**src/rtl/rv32i_defs.sv**
```systemverilog
// Shared RV32I front-end constants and the prefetch entry layout.
package rv32i_defs;

    localparam int          XLEN    = 32;
    localparam int          INST_W  = 32;
    localparam int          PC_STEP = 4;
    localparam logic [31:0] NOP     = 32'h0000_0013;

    // Entry layout of the prefetch FIFO: {pc, instruction}.
    typedef struct packed {
        logic [XLEN-1:0]   pc;
        logic [INST_W-1:0] inst;
    } fetch_entry_t;

endpackage

```
**src/rtl/fetch_fifo.sv**
```systemverilog
// Synchronous prefetch FIFO with push/pop/flush; flush wins over push and pop.
module fetch_fifo
    import rv32i_defs::*;
#(
    parameter int WIDTH = XLEN + INST_W,
    parameter int DEPTH = 4
) (
    input  logic                           clk,
    input  logic                           rst,
    input  logic                           push,
    input  logic [WIDTH-1:0]               push_data,
    input  logic                           pop,
    input  logic                           flush,
    output logic [WIDTH-1:0]               head_data,
    output logic [$clog2(DEPTH+1)-1:0]     count
);

    localparam int AW = $clog2(DEPTH);
    localparam int CW = $clog2(DEPTH+1);

    logic [WIDTH-1:0] mem_q [DEPTH];
    logic [AW-1:0]    wr_ptr_q, wr_ptr_d;
    logic [AW-1:0]    rd_ptr_q, rd_ptr_d;
    logic [CW-1:0]    count_q, count_d;
    logic             wr_en;

    assign wr_en     = push && !flush;
    assign head_data = mem_q[rd_ptr_q];
    assign count     = count_q;

    always_comb begin
        wr_ptr_d = wr_ptr_q;
        rd_ptr_d = rd_ptr_q;
        count_d  = count_q;
        if (flush) begin
            wr_ptr_d = '0;
            rd_ptr_d = '0;
            count_d  = '0;
        end else begin
            if (push) wr_ptr_d = wr_ptr_q + 1'b1;
            if (pop)  rd_ptr_d = rd_ptr_q + 1'b1;
            count_d = count_q + CW'(push) - CW'(pop);
        end
    end

    // Storage is reset so the head reads as zero while reset is held.
    always_ff @(posedge clk or negedge rst) begin
        if (!rst) begin
            wr_ptr_q <= '0;
            rd_ptr_q <= '0;
            count_q  <= '0;
            for (int i = 0; i < DEPTH; i++) mem_q[i] <= '0;
        end else begin
            wr_ptr_q <= wr_ptr_d;
            rd_ptr_q <= rd_ptr_d;
            count_q  <= count_d;
            if (wr_en) mem_q[wr_ptr_q] <= push_data;
        end
    end

endmodule

```
**src/rtl/instr_fetch_unit.sv**
```systemverilog
// RV32I fetch front end: credit-limited imem requests, in-order prefetch FIFO, redirect flush.
// Optional perf counters (perf_fetched/perf_flushed) are built when FETCH_PERF_CNT_EN is defined.
module instr_fetch_unit
    import rv32i_defs::*;
#(
    parameter int              XLEN       = rv32i_defs::XLEN,
    parameter int              FIFO_DEPTH = 4,
    parameter logic [XLEN-1:0] RESET_PC   = '0
) (
    input  logic              clk,
    input  logic              rst,
    input  logic              redirect_valid,
    input  logic [XLEN-1:0]   redirect_pc,
    output logic              imem_req_valid,
    input  logic              imem_req_ready,
    output logic [XLEN-1:0]   imem_req_addr,
    input  logic              imem_rsp_valid,
    input  logic [INST_W-1:0] imem_rsp_data,
    output logic              inst_valid,
    input  logic              inst_ready,
    output logic [INST_W-1:0] inst,
    output logic [XLEN-1:0]   inst_pc
`ifdef FETCH_PERF_CNT_EN
    ,
    output logic [31:0]       perf_fetched,
    output logic [31:0]       perf_flushed
`endif
);

    localparam int CW = $clog2(FIFO_DEPTH+1);
    localparam int EW = XLEN + INST_W;

    // Handshakes: a request transfers when imem_req_valid && imem_req_ready;
    // a response transfers whenever imem_rsp_valid is high (no backpressure);
    // decode consumes the head when inst_valid && inst_ready.
    logic            run_q, run_d;
    logic [XLEN-1:0] fetch_pc_q, fetch_pc_d;
    logic [XLEN-1:0] resp_pc_q, resp_pc_d;
    logic [CW-1:0]   inflight_q, inflight_d;
    logic [CW-1:0]   discard_q, discard_d;

    logic [CW-1:0]   fifo_count;
    logic [EW-1:0]   fifo_head;
    logic [CW:0]     credits_used;
    logic [XLEN-1:0] redirect_base;
    logic            req_fire, rsp_drop, push, pop;
    logic            unused_redirect_lsbs;

    assign unused_redirect_lsbs = ^redirect_pc[1:0];
    assign redirect_base        = {redirect_pc[XLEN-1:2], 2'b00};
    assign credits_used         = {1'b0, inflight_q} + {1'b0, fifo_count};

    // run_q keeps the request port quiet until the first cycle after reset release.
    assign imem_req_valid = run_q && !redirect_valid && (credits_used < (CW+1)'(FIFO_DEPTH));
    assign imem_req_addr  = run_q ? fetch_pc_q : '0;
    assign inst_valid     = (fifo_count != '0) && !redirect_valid;
    assign inst           = fifo_head[INST_W-1:0];
    assign inst_pc        = fifo_head[EW-1:INST_W];

    assign req_fire = imem_req_valid && imem_req_ready;
    assign rsp_drop = redirect_valid || (discard_q != '0);
    assign push     = imem_rsp_valid && !rsp_drop;
    assign pop      = inst_valid && inst_ready;

    always_comb begin
        run_d      = 1'b1;
        fetch_pc_d = fetch_pc_q;
        resp_pc_d  = resp_pc_q;
        discard_d  = discard_q;
        inflight_d = inflight_q + CW'(req_fire) - CW'(imem_rsp_valid);
        if (redirect_valid) begin
            fetch_pc_d = redirect_base;
            resp_pc_d  = redirect_base;
            // inflight already includes responses marked for discard, so every
            // outstanding response except the one arriving now must be dropped.
            discard_d  = inflight_q - CW'(imem_rsp_valid);
        end else begin
            if (req_fire) fetch_pc_d = fetch_pc_q + XLEN'(PC_STEP);
            if (push)     resp_pc_d  = resp_pc_q + XLEN'(PC_STEP);
            if (imem_rsp_valid && (discard_q != '0)) discard_d = discard_q - 1'b1;
        end
    end

    always_ff @(posedge clk or negedge rst) begin
        if (!rst) begin
            run_q      <= 1'b0;
            fetch_pc_q <= RESET_PC;
            resp_pc_q  <= RESET_PC;
            inflight_q <= '0;
            discard_q  <= '0;
        end else begin
            run_q      <= run_d;
            fetch_pc_q <= fetch_pc_d;
            resp_pc_q  <= resp_pc_d;
            inflight_q <= inflight_d;
            discard_q  <= discard_d;
        end
    end

    fetch_fifo #(
        .WIDTH (EW),
        .DEPTH (FIFO_DEPTH)
    ) u_fifo (
        .clk       (clk),
        .rst       (rst),
        .push      (push),
        .push_data ({resp_pc_q, imem_rsp_data}),
        .pop       (pop),
        .flush     (redirect_valid),
        .head_data (fifo_head),
        .count     (fifo_count)
    );

`ifdef FETCH_PERF_CNT_EN
    logic [31:0] perf_fetched_q, perf_fetched_d;
    logic [31:0] perf_flushed_q, perf_flushed_d;
    logic [32:0] flushed_sum;

    always_comb begin
        perf_fetched_d = perf_fetched_q;
        if (push && (perf_fetched_q != '1)) perf_fetched_d = perf_fetched_q + 32'd1;
        flushed_sum = {1'b0, perf_flushed_q}
                    + 33'(imem_rsp_valid && rsp_drop)
                    + (redirect_valid ? 33'(fifo_count) : 33'd0);
        perf_flushed_d = flushed_sum[32] ? '1 : flushed_sum[31:0];
    end

    always_ff @(posedge clk or negedge rst) begin
        if (!rst) begin
            perf_fetched_q <= '0;
            perf_flushed_q <= '0;
        end else begin
            perf_fetched_q <= perf_fetched_d;
            perf_flushed_q <= perf_flushed_d;
        end
    end

    assign perf_fetched = perf_fetched_q;
    assign perf_flushed = perf_flushed_q;
`endif

    rsp_needs_inflight: assert property (@(posedge clk) disable iff (!rst)
        imem_rsp_valid |-> (inflight_q != '0));

endmodule

```
**config.mk**
```make
export PLATFORM = sky130hd
export DESIGN_NAME = instr_fetch_unit
export DESIGN_NICKNAME = d
export VERILOG_FILES = /design/src/rtl/rv32i_defs.sv /design/src/rtl/fetch_fifo.sv /design/src/rtl/instr_fetch_unit.sv
export SDC_FILE = /design/constraint.sdc
export NUM_CORES = 1
export LEC_CHECK = 0
export CORE_ASPECT_RATIO = 0.8
export CORE_UTILIZATION = 35
export CTS_BUF_LIST = sky130_fd_sc_hd__clkbuf_16
export DETAILED_ROUTE_END_ITERATION = 16
export GPL_ROUTABILITY_DRIVEN = 0
export PLACE_DENSITY = 0.61
export REMOVE_ABC_BUFFERS = 1
export SYNTH_ARGS = -nofsm -noshare
export SYNTH_HDL_FRONTEND = slang
export SYNTH_HIERARCHICAL = 1
export SYNTH_SLANG_ARGS = --single-unit
```
**constraint.sdc**
```tcl
create_clock -name clk -period 3.58 [get_ports clk]
set_clock_uncertainty 0.15 [all_clocks]
set_input_delay 0.716 -clock clk [delete_from_list [all_inputs] [get_ports clk]]
set_output_delay 0.716 -clock clk [all_outputs]
set_load 0.01 [all_outputs]
```
Yosys cells after proc, flatten, opt, wreduce, memory -nomap -nowiden:

Cells that the tools add are included.

* register bits: 334
* latch bits: 0
* memory bits (writable): 0
* ROM bits: 0
* input port bits: 70
* logic and storage cells: 65
* memories kept: 0

* add/subtract/negate cells: 11
* multiply operators: 0
* divide/modulo/power cells: 0
* order comparisons: 4
* eq/ne operators: 0
* shift-type cells: 0
* muxes and demuxes: 18
* bitwise logic cells: 2
* reductions and logical operators: 18

Operators by type and width (count)
* bitwise mux 256 bit: 1
* 2-to-1 mux 64 bit: 3
* 2-to-1 mux 32 bit: 5
* binary-select mux 64 bit (select 2 bit): 1
* demux 64 bit (select 2 bit): 1
* adder 32 x 3 -> 32 bit (second input constant): 2
* logical AND 1 bit: 9
* 2-to-1 mux 3 bit: 3
* subtractor 3 x 1 -> 3 bit: 3
* 2-to-1 mux 2 bit: 4
* nonzero test 2 bit: 4
* adder 3 x 1 -> 3 bit: 2
* >= comparator 3 bit (second input constant): 2
* NOT 2 -> 3 bit: 2
* nonzero test 3 bit: 2
* adder 2 x 1 -> 2 bit (second input constant): 2
* adder 3 x 3 -> 4 bit: 1
* < comparator 4 x 3 -> 1 bit (second input constant): 1
* < comparator 3 x 1 -> 1 bit (second input constant): 1
* subtractor 3 x 1 -> 3 bit (second input constant): 1
* zero test 1 bit: 2
* logical OR 1 bit: 1

Logic depth before layout (Yosys ltp):

* depth in word-level cells: 7
* depth in mapped cells: 12

Modules after synthesis:

Netlist, hierarchy kept.

By module, submodules not included
* fetch_fifo: times used 1, cells each 657, area an instance 12335.6 sq um, sequential area each 6581.3 sq um
* instr_fetch_unit: times used 1, cells each 455, area an instance 4096.4 sq um, sequential area each 1676.6 sq um

Worst setup path after synthesis:

OpenSTA, ideal clock, no wires.

* path kind: input port to flip-flop
* from: input port redirect_valid
* to: register inflight_q[2]
* library setup time: 0.124 ns
* arrival: 2.698 ns
* data required time: 3.306 ns
* setup slack: 0.608 ns
* stages: 12
* path buffers: 3
* path through: buf_6 -> nor3b_2 -> and4_1 -> inv_2 -> buf_2 -> buf_2 -> ha_1 -> inv_1 -> ha_1 -> fa_1 -> xnor2_1 -> xnor2_1

* cells in the longest elaborated chain, start to end: 6

RTL lines
* start, declared: line instr_fetch_unit.sv:12 `input logic redirect_valid,`
* zero test 1 bit: line instr_fetch_unit.sv:54 `assign imem_req_valid = run_q && !redirect_valid && (credits_used < (CW+1)'(FIFO_DEPTH));`
* logical AND 1 bit (2 in series): line instr_fetch_unit.sv:54
* logical AND 1 bit: line instr_fetch_unit.sv:60 `assign req_fire = imem_req_valid && imem_req_ready;`
* adder 3 x 1 -> 3 bit: line instr_fetch_unit.sv:70 `inflight_d = inflight_q + CW'(req_fire) - CW'(imem_rsp_valid);`
* subtractor 3 x 1 -> 3 bit: line instr_fetch_unit.sv:70
* net inflight_d[2]: line instr_fetch_unit.sv:39 `logic [CW-1:0] inflight_q, inflight_d;`
* end signal, assigned: line instr_fetch_unit.sv:95 `inflight_q <= inflight_d;`
* end, declared: line instr_fetch_unit.sv:39

The timed path passes the listed nets, and every way through them passes these cells.
A chain may end at the register's enable or synchronous reset.

Worst setup path after layout:

* from: register u_fifo.rd_ptr_q[0]
* to: output port inst_pc[13]

* cells in the longest elaborated chain, start to end: 4

RTL lines
* start, declared: line fetch_fifo.sv:23 `logic [AW-1:0] rd_ptr_q, rd_ptr_d;`
* start signal, assigned: line fetch_fifo.sv:55 `rd_ptr_q <= rd_ptr_d;`
* NOT 2 -> 3 bit (not written as such): line fetch_fifo.sv:28 `assign head_data = mem_q[rd_ptr_q];`
* binary-select mux 64 bit (select 2 bit): line fetch_fifo.sv:28
* 2-to-1 mux 64 bit (not written as such) (2 in series): line fetch_fifo.sv:28
* end, declared: line instr_fetch_unit.sv:22 `output logic [XLEN-1:0] inst_pc`

No other way between the ends. The select of a mux whose other input is x is not followed.

==> run metrics <==
status completed; area of the die about 0.048 mm^2; leakage between 9 and 10 nW; P&R area growth vs syn 21.5%; Worst-path clk slew about 60 ps; synth warn 6; Nets around 1,400; PostCTS Resize Cnt 0; DIE HEIGHT a little under 200 um; Max clock buf depth 3; P_int around 8.5 mW; Final Cycle Share 0.943; largest net degree at the start of global routing 74; Port Buffers 163; GR Util All Layers 0.169; CTS sink count between 300 and 400; core area about 0.046 mm^2; top post-synthesis cells by area dfrtp_1 (50%), mux2_4 (16%), mux4_2 (8.8%); final hold violation count 0; CTS root buffer clkbuf_16; cell row count 70; slowest stage cell on the critical path clkdlybuf4s50_1; die width around 240 um; Critical Path RT 2710 ps; Non-Filler Instances ~1,900; crit-path cells buf_4 -> mux4_2 -> clkdlybuf4s50_1; top cell type's share of synthesized area 0.503; CTS tree yes; Reg-to-Reg Start run_q; Worst R2R End inflight_q[2]; slowest stage delay, CP around 570 ps; Initial Utilization 0.357; cell area after synthesis 0.0164 mm^2; antenna violations before repair 2; #FFs+latches synth 330; Post-CTS Hold Buffers 0; Vias 9,861; final setup violation count 0; Critical Path End Type output port; number of vias per cell slightly above 5; worst reg2reg setup slack around 900 ps; Slew HR 0.336; DP HPWL approximately 26,000 um; most frequent cell after synthesis dfrtp_1; final WL just under 40,000 um; CTS Buf Count 38; IO Count 168; Slew @ Worst Pin 994 ps; postcts setup bufs 0; Synth area leader dfrtp_1; CP bufs+invs 2; Clk pwr share 0.353; Final Slew Violations 0; Comb pwr share 0.250; cell depth of the worst flop-to-flop path 9; Seq pwr share 0.397; number of global-route vias before repair 10,500; cell family with most CP delay buffers and inverters; dpl cells 1,860; PD cells roughly 580 mW/mm^2; P_sw between 3 and 4 mW; VDD IR max around 370 uV; WS Path Type flop to output port; layout cells sized above 1 0.318; antenna-violating nets left 0; WL per Instance slightly above 20 um; WP data arrival between 2000 and 3000 ps; cells after synthesis roughly 1,100; drt pass-1 iters 5; commonest cells in the netlist dfrtp_1 (330), mux2_4 (180), mux4_2 (64); Max-cap violations 0; total chip power between 10 and 15 mW; Yosys cell types just under 60; first-iteration detailed-routing DRC count around 660; part of the Yosys area used for sequential elements 0.503; RSZ-0062 raised after global routing false; CP max FO 20; highest clock rate between 200 and 300 MHz; Sw Ratio 0.269; CTS HTree Levels 2; Worst setup SP type flop; drt drc 0; number of synthesized flops with an enable pin 0; worst skew pair latency ~540 ps; ys flop type dfrtp_1; Min-Delay Path Class input pin to async pin; first-pass GRT wire length 62,900 um; min Tclk post-route 3380 ps; Avg Cell Area, Syn approximately 15 um^2; post-synthesis async set-or-reset flop share 1.00; grt total ovfl 0
## placed cells by master (no fill, tap or decap), drive strengths merged, types with 3 or more instances in the layout
cell type,n
nand4,25
nor2,30
dfrtp,330
buf,35
clkinv,12
clkinvlp,3
conb,11
o21ai,36
nand3b,9
and3,10
clkbuf,39
mux4,64
nand2,54
mux2,265
bufinv,7
a41oi,3
nor3,10
a21boi,4
and2,32
nand3,35
xor2,21
nor4,8
or3,3
ha,16
o311ai,5
a31oi,5
o211ai,11
clkdlybuf4s50,161
xnor2,21
nand2b,3
a21oi,8
inv,20
## cells by family (layout without fill, tap and decap cells)
kind of cell             after synthesis  after routing  synth area share
AO/OA/AOI/OAI                         79             79            0.0299
XOR/XNOR                              43             43            0.0238
adder cells (fa/ha/maj)               18             18            0.0146
buffers and inverters                 83            277            0.0393
flip-flops                           330            330             0.503
multiplexers                         331            331             0.312
other                                  2             12          0.000457
AND/OR/NAND/NOR                      226            226            0.0777
## metal layers
metal | global-route usage | vias to the layer above | part of all wire
met1 | 0.251 | 5174 | 0.49
met4 | 0.0419 | 0 | 0.019
met2 | 0.255 | 219 | 0.44
met3 | 0.0302 | 59 | 0.047
met5 | 0 | - | 0
li1 | - | 4409 | -
## state kept, by name, indices dropped and copies added, names as in the netlist
signal           cells
discard_q            3
fetch_pc_q          30
inflight_q           3
resp_pc_q           30
run_q                1
u_fifo/count         3
u_fifo/mem_q       256
u_fifo/rd_ptr_q      2
u_fifo/wr_ptr_q      2
## cell type report
class / instances / area, um^2
multi-input combinational: 708 / 7560
inverter: 14 / 52.6
fill: 4165 / 26000
tap: 612 / 766
clock buffer: 39 / 976
timing repair buffer: 196 / 2020
antenna: 1 / 2.50
clock inverter: 28 / 323
sequential: 330 / 8270
## power groups by stage
stage                     clock, mW  combinational (mW)  sequential, mW
after global routing           4.37                3.14            4.69
after floorplan                   0                1.64            4.59
after detailed placement          0                2.96            4.66
after global placement            0                2.91            4.64
after CTS                      4.21                2.96            4.61
final                          4.10                2.91            4.62
## worst max-delay path by stage
stage / startpoint / end / depth (start not counted)
6_report: u_fifo/rd_ptr_q[0] / inst_pc[13] / 3
5_1_grt: u_fifo/rd_ptr_q[0] / inst_pc[13] / 3
4_1_cts: u_fifo/rd_ptr_q[0] / inst_pc[14] / 3
3_5_place_dp: imem_rsp_valid / resp_pc_q[23] / 8
3_3_place_gp: imem_rsp_valid / resp_pc_q[25] / 8
2_1_floorplan: imem_rsp_valid / u_fifo/mem_q[10] / 4
## per-stage QoR
| step | setup TNS, ps | util | hold slack [ps] | setup slack, ps | area (um^2) |
|---|---|---|---|---|---|
| final | 0 | 0.434 | 0.231 | 205 | 20000 |
| after global placement | 0 | 0.406 | 319 | 436 | 18700 |
| after floorplan | -80180 | - | 270 | -695 | 15900 |
| after detailed placement | 0 | 0.406 | 326 | 425 | 18700 |
| after global routing | 0 | 0.434 | 30.8 | 51.3 | 20000 |
| after CTS | 0 | 0.434 | 9.66 | 127 | 20000 |
No activity file was read; power rests on OpenSTA's default activity.
